==> config.mk <==
export PLATFORM = sky130hd
export DESIGN_NAME = lcd_line_filter
export DESIGN_NICKNAME = d
export VERILOG_FILES = /design/src/rtl/lcd_line_filter.sv
export SDC_FILE = /design/constraint.sdc
export NUM_CORES = 1
export LEC_CHECK = 0
export BUFFER_PORTS_ARGS = -buffer_cell sky130_fd_sc_hd__buf_4
export CAP_MARGIN = 5
export CORE_MARGIN = 4
export CORE_UTILIZATION = 62
export CTS_CLUSTER_SIZE = 24
export DETAILED_ROUTE_END_ITERATION = 6
export GPL_TIMING_DRIVEN = 0
export PLACE_DENSITY = 0.85
export SLEW_MARGIN = 10
export SYNTH_ARGS = -nofsm -noshare
export SYNTH_HDL_FRONTEND = slang
export SYNTH_SLANG_ARGS = --single-unit
==> constraint.sdc <==
create_clock -name Clock -period 6.2 [get_ports Clock]
set_clock_uncertainty 0.2 [all_clocks]
set_input_delay 1.24 -clock Clock [delete_from_list [all_inputs] [get_ports Clock]]
set_output_delay 1.24 -clock Clock [all_outputs]
set_load 0.005 [all_outputs]
==> src/rtl/lcd_line_filter.sv <==
// Horizontal 3-tap RGB filter (pass/blur/edge, greyscale on mode 3 when LCD_FILTER_GREY_EN is defined).
// Push 1 Clock after each capture; the output FIFO drops pushes when full and returns 0 when popped empty (both flags sticky).
module lcd_line_filter #(
  parameter int H_START    = 216,
  parameter int V_START    = 35,
  parameter int H_PIXELS   = 640,
  parameter int V_LINES    = 480,
  parameter int PREFETCH   = 4,
  parameter int FIFO_DEPTH = 8
) (
  input  logic        Clock,
  input  logic        Resetn,
  input  logic        Clock_en,
  input  logic        Enable,
  input  logic [10:0] H_Count,
  input  logic [9:0]  V_Count,
  input  logic [1:0]  Mode,
  output logic        oRead_in_en,
  input  logic [7:0]  R_in,
  input  logic [7:0]  G_in,
  input  logic [7:0]  B_in,
  input  logic        iRead_out_en,
  output logic [7:0]  R_out,
  output logic [7:0]  G_out,
  output logic [7:0]  B_out,
  output logic        oUnderflow,
  output logic        oOverflow
);
  typedef struct packed {
    logic [7:0] r;
    logic [7:0] g;
    logic [7:0] b;
  } pix_t;

  typedef enum logic [1:0] {S_IDLE, S_FILL, S_RUN, S_FLUSH} state_t;

  localparam logic [10:0] L_H_FIRST = 11'(H_START - PREFETCH);
  localparam logic [10:0] L_H_LAST  = 11'(H_START - PREFETCH + H_PIXELS - 1);
  localparam logic [9:0]  L_V_FIRST = 10'(V_START);
  localparam logic [9:0]  L_V_LAST  = 10'(V_START + V_LINES - 1);
  localparam int          CW        = $clog2(H_PIXELS + 1);
  localparam logic [CW-1:0] L_NPIX  = CW'(H_PIXELS);
  localparam int          AW        = $clog2(FIFO_DEPTH);
  localparam logic [AW:0] L_FULL    = (AW+1)'(FIFO_DEPTH);

  state_t        r_state, w_state_nxt;
  logic          r_rd, r_cap, r_pend;
  logic [1:0]    r_mode;
  logic [CW-1:0] r_cnt;
  pix_t          r_l, r_c, r_r;
  pix_t          r_mem [FIFO_DEPTH];
  logic [AW-1:0] r_wp, r_rp;
  logic [AW:0]   r_fcnt;
  logic          r_unf, r_ovf;

  logic w_win, w_req, w_line_start, w_push, w_use_self;
  logic w_empty, w_full, w_pop, w_wr;
  pix_t w_in, w_rr, w_res, w_head;

  assign w_win = (V_Count >= L_V_FIRST) && (V_Count <= L_V_LAST) &&
                 (H_Count >= L_H_FIRST) && (H_Count <= L_H_LAST);
  assign w_req        = Enable && Clock_en && w_win;
  assign w_line_start = w_req && (H_Count == L_H_FIRST);
  assign w_in         = '{r: R_in, g: G_in, b: B_in};

  // Request strobe, then a one-Clock delayed capture marker matching SDRAM FIFO latency.
  always_ff @(posedge Clock or negedge Resetn) begin
    if (!Resetn) begin
      r_rd  <= 1'b0;
      r_cap <= 1'b0;
    end else begin
      r_rd  <= w_req;
      r_cap <= r_rd && Enable;
    end
  end

  assign oRead_in_en = r_rd;

  always_ff @(posedge Clock or negedge Resetn) begin
    if (!Resetn) r_state <= S_IDLE;
    else         r_state <= w_state_nxt;
  end

  always_comb begin
    w_state_nxt = r_state;
    w_push      = 1'b0;
    w_use_self  = 1'b0;
    if (!Enable) begin
      w_state_nxt = S_IDLE;
    end else begin
      case (r_state)
        S_IDLE:  if (w_line_start) w_state_nxt = S_FILL;
        S_FILL:  if (r_cap) w_state_nxt = S_RUN;
        S_RUN: begin
          if (r_pend) begin
            w_push = 1'b1;
            if (r_cnt == L_NPIX) w_state_nxt = S_FLUSH;
          end
        end
        S_FLUSH: begin
          w_push      = 1'b1;
          w_use_self  = 1'b1;
          w_state_nxt = S_IDLE;
        end
        default: w_state_nxt = S_IDLE;
      endcase
    end
  end

  // Window {r_l, r_c, r_r}: r_r holds the newest capture until the push shifts it in.
  always_ff @(posedge Clock or negedge Resetn) begin
    if (!Resetn) begin
      r_l <= '0; r_c <= '0; r_r <= '0;
      r_cnt <= '0; r_pend <= 1'b0; r_mode <= 2'd0;
    end else if (!Enable) begin
      r_l <= '0; r_c <= '0; r_r <= '0;
      r_cnt <= '0; r_pend <= 1'b0; r_mode <= 2'd0;
    end else begin
      if (Clock_en && (H_Count == 11'd0) && (V_Count == 10'd0)) r_mode <= Mode;
      r_pend <= 1'b0;
      if (r_state == S_FILL && r_cap) begin
        r_l   <= w_in;
        r_c   <= w_in;
        r_cnt <= CW'(1);
      end
      if (r_state == S_RUN && r_cap) begin
        r_r    <= w_in;
        r_pend <= 1'b1;
        r_cnt  <= r_cnt + 1'b1;
      end
      if (r_state == S_RUN && r_pend) begin
        r_l <= r_c;
        r_c <= r_r;
      end
    end
  end

  function automatic logic [7:0] f_tap(input logic [1:0] m, input logic [7:0] l,
                                       input logic [7:0] c, input logic [7:0] r);
    case (m)
      2'd1:    f_tap = 8'(({2'b00, l} + {1'b0, c, 1'b0} + {2'b00, r} + 10'd2) >> 2);
      2'd2:    f_tap = (r > l) ? (r - l) : (l - r);
      default: f_tap = c;
    endcase
  endfunction

  assign w_rr = w_use_self ? r_c : r_r;

  always_comb begin
    w_res.r = f_tap(r_mode, r_l.r, r_c.r, w_rr.r);
    w_res.g = f_tap(r_mode, r_l.g, r_c.g, w_rr.g);
    w_res.b = f_tap(r_mode, r_l.b, r_c.b, w_rr.b);
`ifdef LCD_FILTER_GREY_EN
    if (r_mode == 2'd3) begin
      w_res.r = 8'((16'd77 * {8'd0, r_c.r} + 16'd150 * {8'd0, r_c.g} +
                    16'd29 * {8'd0, r_c.b}) >> 8);
      w_res.g = w_res.r;
      w_res.b = w_res.r;
    end
`endif
  end

  assign w_empty = (r_fcnt == '0);
  assign w_full  = (r_fcnt == L_FULL);
  assign w_pop   = iRead_out_en && !w_empty;
  assign w_wr    = w_push && (!w_full || w_pop);

  always_ff @(posedge Clock or negedge Resetn) begin
    if (!Resetn) begin
      r_wp <= '0; r_rp <= '0; r_fcnt <= '0;
      r_unf <= 1'b0; r_ovf <= 1'b0;
    end else begin
      if (iRead_out_en && w_empty) r_unf <= 1'b1;
      if (w_push && w_full && !w_pop) r_ovf <= 1'b1;
      if (!Enable) begin
        r_wp <= '0; r_rp <= '0; r_fcnt <= '0;
      end else begin
        if (w_wr)  r_wp <= r_wp + 1'b1;
        if (w_pop) r_rp <= r_rp + 1'b1;
        r_fcnt <= r_fcnt + (AW+1)'(w_wr) - (AW+1)'(w_pop);
      end
    end
  end

  always_ff @(posedge Clock) begin
    if (w_wr) r_mem[r_wp] <= w_res;
  end

  assign w_head     = w_empty ? '0 : r_mem[r_rp];
  assign R_out      = w_head.r;
  assign G_out      = w_head.g;
  assign B_out      = w_head.b;
  assign oUnderflow = r_unf;
  assign oOverflow  = r_ovf;
endmodule

==> results of run 1 <==
## Yosys cell counts, drive strengths merged (5+ instances only)
cell type / n
fa: 25
mux2: 10
dfrtp: 101
xor2: 12
nand2: 57
or2: 9
nor2: 58
and3: 41
ha: 91
a22o: 25
xnor2: 24
edfxtp: 192
buf: 18
inv: 117
nand3: 12
nand2b: 9
mux4: 48
nand4: 12
nand3b: 6
a31oi: 11
a22oi: 10
a21o: 11
a221oi: 7
a211oi: 11
mux2i: 50
nor2b: 10
nor4: 6
a21oi: 136
o21a: 8
o21ai: 102
a2111oi: 5
nor3: 10
clkbuf: 53
and2: 13
## metrics by stage
| step | setup TNS [ps] | util | worst slack (ps) | hold WS (ps) | instances |
|---|---|---|---|---|---|
| after detailed placement | -4910 | 0.672 | -221 | 253 | 1784 |
| final | 0 | 0.707 | 216 | 265 | 1838 |
| after floorplan | 0 | - | 1140 | 251 | 1365 |
| after global placement | -16760 | 0.667 | -360 | 245 | 1778 |
| after global routing | 0 | 0.707 | 22.9 | 289 | 1838 |
| after CTS | 0 | 0.707 | 334 | 266 | 1838 |
## kinds of logic after synthesis
group | after synthesis
simple gates | 254
mux | 108
flops | 293
buf+inv | 189
xor+xnor | 36
compound gates | 369
fa+ha+maj | 116
## how the worst max path moves through the flow
stage | slack, ps | to
floorplan | 1140 | r_mem[0][7]$_DFFE_PP_
global placement | -360 | r_mem[0][6]$_DFFE_PP_
detailed placement | -220 | r_mem[4][18]$_DFFE_PP_
CTS | 330 | r_mem[0][18]$_DFFE_PP_
global route | 20 | r_mem[4][18]$_DFFE_PP_
finish | 220 | r_mem[1][18]$_DFFE_PP_
## worst max-delay path, delay by kind of cell
kind	cells	cell delay, ps
adder cells (fa/ha/maj)	1	230
AO/OA/AOI/OAI	4	1840
AND/OR/NAND/NOR	2	570
multiplexers	2	690
XOR/XNOR	1	230
buffers and inverters	4	1140
## power groups by stage
stage                     clock network [W]  logic [W]  registers (W)
after floorplan                           0   0.000350        0.00213
after global placement                    0   0.000526        0.00213
after detailed placement                  0   0.000539        0.00213
after CTS                           0.00170   0.000543        0.00209
after global routing                0.00178   0.000587        0.00209
final                               0.00168   0.000531        0.00209
## metal layers
layer / part of all wire / vias to the layer above
met4: 0.030 / 0
met5: 0 / -
li1: - / 5298
met1: 0.40 / 5734
met3: 0.079 / 93
met2: 0.49 / 530
## cells in the final DEF, fill, tap and decap left out, types with 9 or more instances in the layout
cell type / count
sky130_fd_sc_hd__a21oi_1: 132
sky130_fd_sc_hd__o21ai_0: 99
sky130_fd_sc_hd__nand4_1: 12
sky130_fd_sc_hd__a211oi_1: 11
sky130_fd_sc_hd__a31oi_1: 11
sky130_fd_sc_hd__and3_1: 41
sky130_fd_sc_hd__nand2_1: 57
sky130_fd_sc_hd__xor2_1: 12
sky130_fd_sc_hd__nor2b_1: 10
sky130_fd_sc_hd__clkbuf_1: 59
sky130_fd_sc_hd__xnor2_1: 24
sky130_fd_sc_hd__a22o_1: 25
sky130_fd_sc_hd__mux2i_1: 50
sky130_fd_sc_hd__buf_4: 83
sky130_fd_sc_hd__dfrtp_1: 101
sky130_fd_sc_hd__a21o_1: 11
sky130_fd_sc_hd__and2_1: 13
sky130_fd_sc_hd__edfxtp_1: 192
sky130_fd_sc_hd__clkbuf_16: 29
sky130_fd_sc_hd__mux4_2: 48
sky130_fd_sc_hd__buf_1: 9
sky130_fd_sc_hd__a22oi_1: 10
sky130_fd_sc_hd__fa_1: 25
sky130_fd_sc_hd__ha_1: 91
sky130_fd_sc_hd__nand2b_1: 9
sky130_fd_sc_hd__nor2_1: 52
sky130_fd_sc_hd__nand3_1: 12
sky130_fd_sc_hd__inv_1: 117
## sequential cells by signal, indices dropped and copies added (netlist names)
name	flops
r_mode	2
r_c	24
r_r	24
r_pend	1
r_mem	192
r_l	24
r_cap	1
r_fcnt	4
r_cnt	10
r_state	2
r_wp	3
oOverflow	1
r_rp	3
oUnderflow	1
oRead_in_en	1
## final cells by class
| type | instances | share of cell area |
|---|---|---|
| inverter | 118 | 0.0242 |
| sequential | 293 | 0.453 |
| clock inverter | 14 | 0.00628 |
| clock buffer | 40 | 0.0435 |
| timing repair buffer | 84 | 0.0360 |
| buffer | 71 | 0.0159 |
| multi-input combinational | 883 | 0.399 |
| tap | 335 | 0.0229 |
==> impl_metrics.tcl, run 1 <==
set metrics [dict create \
    synthesis.instances 1365 \
    ant_nets 0 \
    clock_tree_from_tritoncts "done" \
    yosys-top-cells-area "sky130_fd_sc_hd__edfxtp_1 (35%), sky130_fd_sc_hd__dfrtp_1 (16%), sky130_fd_sc_hd__ha_1 (7.0%), sky130_fd_sc_hd__mux4_2 (6.6%), sky130_fd_sc_hd__a21oi_1 (4.1%)" \
    worst_path_max_delay_cell "sky130_fd_sc_hd__o21ai_0" \
    placed_area_um2 17400 \
    vias_per_cell 6.34 \
    total_half_perimeter_wirelength_after_legalization_and_detailed_placement_um 29600 \
    run_status "complete, no violations" \
    timing_hold_violations_final 0 \
    startpoint_type "input pin" \
    clock_latency_ps 570 \
    holdCritPathClass "reg -> reg" \
    synth.mux.area_fraction 0.105 \
    number_of_maximum_capacitance_violations 0 \
    pwr-share-clk 0.391 \
    start_util 0.628 \
    worst-slew-pin-transition_ps 1240 \
    power.leakage_nw 7.90 \
    cts_repair_resize_count 0 \
    vdd.ir_drop.worst_mv 0.235 \
    whs_path_depth 1 \
    power.internal_w 0.00324 \
    worstReg2RegEnd "r_mem[1][18]$_DFFE_PP_" \
    fill_cells 1787 \
    clock-sinks 293 \
    drc_errors 0 \
    post_cts_buffers 0 \
    worst_setup_path_end_kind "flip-flop" \
    ios 79 \
    route.detailed.wl_per_inst_um 22.1 \
    power_density_nw_per_um2 235 \
    worst-endpoint-required_ps 6180 \
    clk_transition_reported_paths_ps 60 \
    grt_max_degree 102 \
    flop_to_flop_setup_slack_ps 500 \
    crit_path_max_fanout 10 \
    drt-pass1-iter-count 5 \
    power_switching_share 0.247 \
    cts_buffers 29 \
    synth-simple-area-share 0.0799 \
    area_growth_syn_to_layout_pct 12.6 \
    hold_path_end "oUnderflow$_DFFE_PN0P_" \
    worst_r2r_path_depth 14 \
    post_synthesis_cell_type_count 73 \
    rsz0062_at_grt "no" \
    synthArstFlopShare 0.345 \
    antenna-diode-count 0 \
    grt_antenna_before_repair 0 \
    grt.met3_usage 0.0407 \
    timing.final.max_slew_violations 0 \
    die-height_um 170 \
    finalWirelength_um 40600 \
    comb_power_share 0.123 \
    clock-root-buffer "sky130_fd_sc_hd__clkbuf_16" \
    grtUsageMet2 0.481 \
    cp.arrival_ps 5970 \
    critical_path.max_stage_delay_ps 960 \
    total_power_w 0.00431 \
    grt_pass1_vias 11740 \
    yosys_register_bits 293 \
    numPortBuffers 78 \
    post-route-period-util 0.965 \
    layout-drive-gt1-share 0.146 \
    placement_rows 59 \
    setup_viol 0 \
    switching_power_w 0.00107 \
    chipWidth_um 170 \
    htree_num_levels 1 \
    timing.rr.start "r_state[1]$_DFFE_PN0P_" \
    crit_chain "buf_4, clkbuf_1, nand2_1, clkbuf_1, mux2i_1, inv_1, ha_1, a211oi_1, nor2_1, o31ai_4, mux2i_1, xor2_1, a22oi_1, o21ai_0" \
    finalWorstPathRequiredPeriod_ps 5980 \
    core_area_um2 25900 \
    cp_class "in -> reg" \
    slew_headroom 0.163 \
    fmax_mhz 167 \
    global_route.usage.met1 0.383 \
    total_area_of_multi_input_combinational_cells_um2 7300 \
    synthesis.area_um2 16300 \
    min-delay-start "oUnderflow$_DFFE_PN0P_" \
    grtUsageTotal 0.282 \
    timing.critical_path.from "Enable" \
    busiest_layer "met2" \
    dominant_combinational_cell_family_by_area_after_synthesis "compound AO/OA/AOI/OAI gates" \
    grt.overflow.total 0 \
    synth_enable_flop_cells 192 \
    wire_length_of_the_first_global_routing_pass_um 63800 \
    register_area_um2 8290 \
    compound_gate_portion_of_the_synthesized_area 0.141 \
    postSynthAreaPerCell_um2 11.9 \
    gp_congestion 0.918 \
    yosys_warnings 0 \
    sequentialPowerShare 0.486 \
    mappedNetlistNets 1533 \
    synth_adder_area_share 0.101 \
    clk_path_buf_depth 3 \
    area_leader_netlist "sky130_fd_sc_hd__edfxtp_1" \
    yosys_most_used_dff "sky130_fd_sc_hd__edfxtp_1" \
    seq_area_frac_synth 0.510 \
    dr.first_iter.drc_count 1316 \
    via_count 11655 \
    portion_of_synthesized_cell_area_occupied_by_the_leading_cell_type 0.354 \
    xor_and_xnor_fraction_of_the_mapped_netlist_area 0.0194 \
    die-area_um2 28900 \
    cts_hold_buffers 0 \
    finalNetCount 1648 \
    fin_area_um2 18300 \
]
Power figures use the tool's default switching activity.
==> run 2: changes to the inputs <==
- GPL_TIMING_DRIVEN: 0 -> default
- MAX_ROUTING_LAYER: default -> met4
==> run 2 against run 1 <==
Non-clock buffer count shrank 56. Clock-buffer cell count shrank 3. Hold slack lost 9.5 ps. Worst setup slack gained 990 ps. Via count shrank 3.4%. Power grew 4.6%. Critical endpoint is now r_mem[6][7]$_DFFE_PP_. Largest power group unchanged.
==> impl_metrics.tcl, run 2 (synthesized netlist as in run 1, its figures left out) <==
set metrics [dict create \
    post-route-period-util 0.806 \
    leading_cell_types_in_the_layout_fill_and_taps_excluded "sky130_fd_sc_hd__edfxtp_1 (192), sky130_fd_sc_hd__a21oi_1 (132), sky130_fd_sc_hd__inv_1 (117)" \
    rsz0062_at_grt "no" \
    placement_rows 59 \
    setup_viol 0 \
    clock_tree_from_tritoncts "done" \
    cts_repair_resize_count 0 \
    die-height_um 170 \
    register_area_um2 8300 \
    slew_headroom 0.147 \
    power.leakage_nw 7.92 \
    startpoint_type "flip-flop" \
    cp.arrival_ps 5080 \
    fin_hold_ws_ps 255 \
    worst_path_max_delay_cell "sky130_fd_sc_hd__a2bb2oi_1" \
    fill_cells 1782 \
    finalWorstPathRequiredPeriod_ps 5000 \
    grt_max_degree 98 \
    flip_flop_count_of_the_largest_register_all_copies_and_words_added 192 \
    clk_path_buf_depth 3 \
    total_half_perimeter_wirelength_after_legalization_and_detailed_placement_um 24900 \
    drc_errors 0 \
    crit_path_max_fanout 27 \
    timing.final.max_slew_violations 0 \
    total_area_of_multi_input_combinational_cells_um2 7300 \
    grt.overflow.total 0 \
    ios 79 \
    htree_num_levels 1 \
    route.detailed.wl_per_inst_um 21.3 \
    start_util 0.628 \
    cp_class "reg -> reg" \
    core_area_um2 25900 \
    largest_register "r_mem" \
    die-area_um2 28900 \
    power_density_nw_per_um2 247 \
    drt-pass1-iter-count 5 \
    worst-endpoint-required_ps 6290 \
    holdCritPathClass "reg -> reg" \
    wire_length_of_the_first_global_routing_pass_um 61000 \
    worst_setup_path_end_kind "flip-flop" \
    cts_buffers 30 \
    layout-drive-gt1-share 0.157 \
    critical_path_buf_inv_count 2 \
    grt_antenna_before_repair 0 \
    post_cts_buffers 0 \
    cts_hold_buffers 0 \
    grt_pass1_vias 11175 \
    fmax_mhz 200 \
    final_worst_slack_ps 1200 \
    clk_transition_reported_paths_ps 60 \
    ant_nets 0 \
    placed_area_um2 17200 \
    vdd.ir_drop.worst_mv 0.256 \
    dr.first_iter.drc_count 1312 \
    clock_latency_ps 570 \
    grtUsageTotal 0.274 \
    chipWidth_um 170 \
    timing_hold_violations_final 0 \
    setup_total_negative_slack_ps 0 \
    crit_chain "ha_1, nand2_1, buf_4, mux2i_1, inv_1, ha_1, a211o_1, a21oi_2, a21o_1, mux2_2, a31oi_1, mux2_2, a2bb2oi_1" \
    clock-root-buffer "sky130_fd_sc_hd__clkbuf_16" \
    via_count 11256 \
    cpLargestDelayFamily "compound AO/OA/AOI/OAI gates" \
    fin_area_um2 18300 \
    post-route-util 0.705 \
    clock-sinks 293 \
    numPortBuffers 78 \
    worst-slew-pin-transition_ps 1270 \
    antenna-diode-count 0 \
    pre_cts_ws_ps 880 \
    finalWirelength_um 38000 \
    area_growth_syn_to_layout_pct 12.2 \
    final_common_cell "sky130_fd_sc_hd__edfxtp_1" \
    number_of_maximum_capacitance_violations 0 \
    finalNetCount 1593 \
    vias_per_cell 6.31 \
    run_status "complete, no violations" \
    critical_path.max_stage_delay_ps 510 \
    gp_congestion 0.973 \
]
## run 2: worst reg2reg max path, cell delays in order (launching register included)
cell                        delay [ps]
sky130_fd_sc_hd__dfrtp_1           400
sky130_fd_sc_hd__ha_1              420
sky130_fd_sc_hd__nand2_1           140
sky130_fd_sc_hd__buf_4             390
sky130_fd_sc_hd__mux2i_1           320
sky130_fd_sc_hd__inv_1             100
sky130_fd_sc_hd__ha_1              380
sky130_fd_sc_hd__a211o_1           300
sky130_fd_sc_hd__a21oi_2           170
sky130_fd_sc_hd__a21o_1            480
sky130_fd_sc_hd__mux2_2            410
sky130_fd_sc_hd__a31oi_1           160
sky130_fd_sc_hd__mux2_2            350
sky130_fd_sc_hd__a2bb2oi_1         510
## run 2: worst paths after layout
path	start	endpoint	slack, ps	depth (start not counted)
min reg2reg	oUnderflow$_DFFE_PN0P_	oUnderflow$_DFFE_PN0P_	260	1
min in group asynchronous	Resetn	r_c[7]$_DFFE_PN0P_	540	1
max in group asynchronous	Resetn	r_rp[1]$_DFFE_PN0P_	4170	2
min	oUnderflow$_DFFE_PN0P_	oUnderflow$_DFFE_PN0P_	260	1
max reg2reg	r_state[0]$_DFFE_PN0P_	r_mem[6][7]$_DFFE_PP_	1200	13
max	r_state[0]$_DFFE_PN0P_	r_mem[6][7]$_DFFE_PP_	1200	13
## run 2: final cells by class
class	instances	area share
Inverter	118	0.0243
Timing Repair Buffer	99	0.0407
Sequential cell	293	0.454
Clock buffer	37	0.0436
Tap cell	335	0.0230
Clock inverter	18	0.0143
Multi-Input combinational cell	883	0.400
## run 2: metal layers
metal	up-vias	wire, µm	track usage
met5	-	0	-
met4	0	882	0.0594
met3	63	3070	0.0434
met2	476	18400	0.438
met1	5533	15600	0.378
li1	5184	-	-
## run 2: where the power goes
part           internal, W  leakage (nW)  switching [W]
combinational     0.000213          3.89       0.000272
sequential         0.00208          3.52      0.0000248
clock              0.00116         0.516       0.000752
total              0.00346          7.92        0.00105
## run 2: per-stage QoR
step / power, W / std cells
floorplan: 0.00248 / 1365
global placement: 0.00263 / 1728
detailed placement: 0.00264 / 1728
CTS: 0.00455 / 1783
global route: 0.00469 / 1783
finish: 0.00451 / 1783
==> run 3: changes to the inputs <==
- ABC_AREA: default -> 1
- clock period: 6.2 -> 4.8 ns (I/O delays scaled with it)
==> run 3 against run 2 <==
Worst setup slack worse by 640 ps. Core utilization shrank 0.63 points. First-iteration DRC count fell by 13%. Critical path depth up 7. Critical path type unchanged. Sequential cell count stayed put. Combinational power grew to 4.3 times the previous value. Largest cell class unchanged. Sequential power is 36% higher. Global-route usage is 0.33 points higher. Fmax is 18% higher. Design area is 2.5% higher. Register-to-register slack lost 640 ps. Non-clock buffer count grew 15.
==> impl_metrics.tcl, run 3 <==
set metrics [dict create \
    final_common_cell "sky130_fd_sc_hd__nand2_1" \
    worst-endpoint-required_ps 4800 \
    numPortBuffers 78 \
    finalNetCount 2163 \
    ios 79 \
    fmax_mhz 236 \
    post-route-period-util 0.882 \
    power.leakage_nw 8.35 \
    grt_max_degree 69 \
    cp.arrival_ps 4240 \
    yosys_register_bits 293 \
    antenna-diode-count 0 \
    cp_common_cell "sky130_fd_sc_hd__nand2_1" \
    total_power_w 0.00708 \
    layout-drive-gt1-share 0.0947 \
    yosys-top-cells-area "sky130_fd_sc_hd__edfxtp_1 (34%), sky130_fd_sc_hd__dfrtp_1 (15%), sky130_fd_sc_hd__nand2_1 (7.7%), sky130_fd_sc_hd__o21ai_0 (7.4%), sky130_fd_sc_hd__ha_1 (6.8%)" \
    clk_path_buf_depth 3 \
    setup_total_negative_slack_ps 0 \
    cp_class "reg -> reg" \
    crit_chain "ha_1, nand2_2, buf_4, nand2_1, o21ai_0, inv_1, ha_1, fa_1, inv_1, nand3_1, nand3_1, nand2_1, nand2_1, nand2_1, inv_1, nand2_1, nand3_1, nand2_1, nand2_1, nand2_1" \
    area_leader_netlist "sky130_fd_sc_hd__edfxtp_1" \
    holdCritPathClass "reg -> reg" \
    clock_latency_ps 560 \
    core_area_um2 26800 \
    seq_area_frac_synth 0.493 \
    grt_antenna_before_repair 0 \
    grt.overflow.total 0 \
    post_cts_buffers 0 \
    worst_setup_path_end_kind "flip-flop" \
    run_status "complete, no violations" \
    mappedNetlistNets 2098 \
    fin_cells 2357 \
    grt_pass1_vias 13179 \
    worst-slew-pin-transition_ps 1020 \
    synth_enable_flop_cells 192 \
    yosys_most_used_dff "sky130_fd_sc_hd__edfxtp_1" \
    clock-root-buffer "sky130_fd_sc_hd__clkbuf_16" \
    dp_cells 2305 \
    die-area_um2 29800 \
    cts_hold_buffers 0 \
    htree_num_levels 1 \
    timing.final.max_slew_violations 0 \
    vdd.ir_drop.worst_mv 0.308 \
    route.detailed.wl_per_inst_um 17.6 \
    die-height_um 173 \
    setup_viol 0 \
    gp_congestion 0.956 \
    area_growth_syn_to_layout_pct 11.3 \
    via_count 13742 \
    critical_path.max_stage_delay_ps 430 \
    synthArstFlopShare 0.345 \
    cts_repair_resize_count 0 \
    placement_rows 60 \
    startpoint_type "flip-flop" \
    drc_errors 0 \
    dr.first_iter.drc_count 1136 \
    synth.cells.most_frequent "sky130_fd_sc_hd__nand2_1 (345), sky130_fd_sc_hd__nor2_1 (258), sky130_fd_sc_hd__o21ai_0 (248)" \
    clk_transition_reported_paths_ps 60 \
    ant_nets 0 \
    vias_per_cell 5.83 \
    crit_path_max_fanout 23 \
    finalWirelength_um 41400 \
    fin_hold_ws_ps 271 \
    timing_hold_violations_final 0 \
    postSynthAreaPerCell_um2 8.72 \
    yosys_warnings 0 \
    wire_length_of_the_first_global_routing_pass_um 66400 \
    post_synthesis_cell_type_count 47 \
    power_density_nw_per_um2 378 \
    worst_path_max_delay_cell "sky130_fd_sc_hd__fa_1" \
    chipWidth_um 173 \
    largest_register "r_mem" \
    total_half_perimeter_wirelength_after_legalization_and_detailed_placement_um 29100 \
    number_of_maximum_capacitance_violations 0 \
    clock_tree_from_tritoncts "done" \
    synthesis.instances 1930 \
    grtUsageTotal 0.277 \
    finalWorstPathRequiredPeriod_ps 4230 \
    cts_buffers 29 \
    clock-sinks 293 \
    leading_cell_types_in_the_layout_fill_and_taps_excluded "sky130_fd_sc_hd__nand2_1 (344), sky130_fd_sc_hd__o21ai_0 (248), sky130_fd_sc_hd__nor2_1 (248)" \
    synth_most_common_cell "sky130_fd_sc_hd__nand2_1" \
    flip_flop_count_of_the_largest_register_all_copies_and_words_added 192 \
    drt-pass1-iter-count 7 \
    portion_of_synthesized_cell_area_occupied_by_the_leading_cell_type 0.343 \
    start_util 0.628 \
    synthesis.area_um2 16800 \
    rsz0062_at_grt "no" \
    slew_headroom 0.317 \
]
==> run 3: cell count changes after synthesis, moves of 40 or more <==
cell                      delta
sky130_fd_sc_hd__a21oi_1    -70
sky130_fd_sc_hd__and3_1     -40
sky130_fd_sc_hd__inv_1     +118
sky130_fd_sc_hd__mux2i_1    -50
sky130_fd_sc_hd__mux4_2     -48
sky130_fd_sc_hd__nand2_1   +288
sky130_fd_sc_hd__nand3_1    +64
sky130_fd_sc_hd__nor2_1    +200
sky130_fd_sc_hd__o21ai_0   +149
sky130_fd_sc_hd__o22ai_1    +46
==> run 3: metal layers <==
layer	GRT usage	up-vias	part of all wire
met5	-	-	0
met4	0.0742	0	0.019
met3	0.0332	63	0.078
met2	0.452	570	0.48
met1	0.374	6484	0.43
li1	-	6625	-
==> run 3: path summary, 6_finish.rpt <==
kind                            cells after the start              startpoint  slack (ps)                      to
worst max register to register                     20  r_state[0]$_DFFE_PN0P_         570  r_mem[3][20]$_DFFE_PP_
worst max-delay path                               20  r_state[0]$_DFFE_PN0P_         570  r_mem[3][20]$_DFFE_PP_
max in group asynchronous                           2                  Resetn        3100     r_l[19]$_DFFE_PN0P_
worst min register to register                      1  oUnderflow$_DFFE_PN0P_         270  oUnderflow$_DFFE_PN0P_
min in group asynchronous                           1                  Resetn         310    r_cnt[6]$_DFFE_PN0P_
worst min-delay path                                1  oUnderflow$_DFFE_PN0P_         270  oUnderflow$_DFFE_PN0P_
==> run 3: critical path, delay by kind of cell (launching register included) <==
family | cells | cell delay, ps
buffers and inverters | 4 | 770
AND/OR/NAND/NOR | 12 | 1450
flip-flops | 1 | 410
adder cells (fa/ha/maj) | 3 | 880
AO/OA/AOI/OAI | 1 | 160
==> run 3: kinds of logic (layout without fill, tap and decap cells) <==
| logic type | after synthesis | count (layout) | share of synthesized area |
|---|---|---|---|
| DFF | 293 | 293 | 0.493 |
| xor gates and xnor gates | 19 | 19 | 0.00989 |
| buffers and inverters | 321 | 407 | 0.0735 |
| and+or+nand+nor | 725 | 725 | 0.174 |
| adders and majority gates | 116 | 116 | 0.0974 |
| AOI/OAI and AO/OA | 456 | 456 | 0.152 |
==> run 3: through the flow <==
stage / utilization / worst slack [ps] / cell area [µm²]
3_5_place_dp: 0.665 / 201 / 17800
5_1_grt: 0.699 / 195 / 18700
3_3_place_gp: 0.665 / 377 / 17800
2_1_floorplan: - / 923 / 16800
6_report: 0.699 / 565 / 18700
4_1_cts: 0.699 / 604 / 18700
==> run 3: cell type report <==
type / instances / area (µm²)
flip-flops and latches: 293 / 8290
fillers: 2028 / 8080
multi-input cells: 1316 / 7320
inverters: 241 / 905
repair buffers: 114 / 881
clock buffers: 38 / 800
well taps: 341 / 427
clock inverters: 14 / 93.8
==> run 3: report_power, final <==
part           internal (W)  switching [W]
clock network       0.00118       0.000937
logic              0.000793        0.00130
registers           0.00278      0.0000908
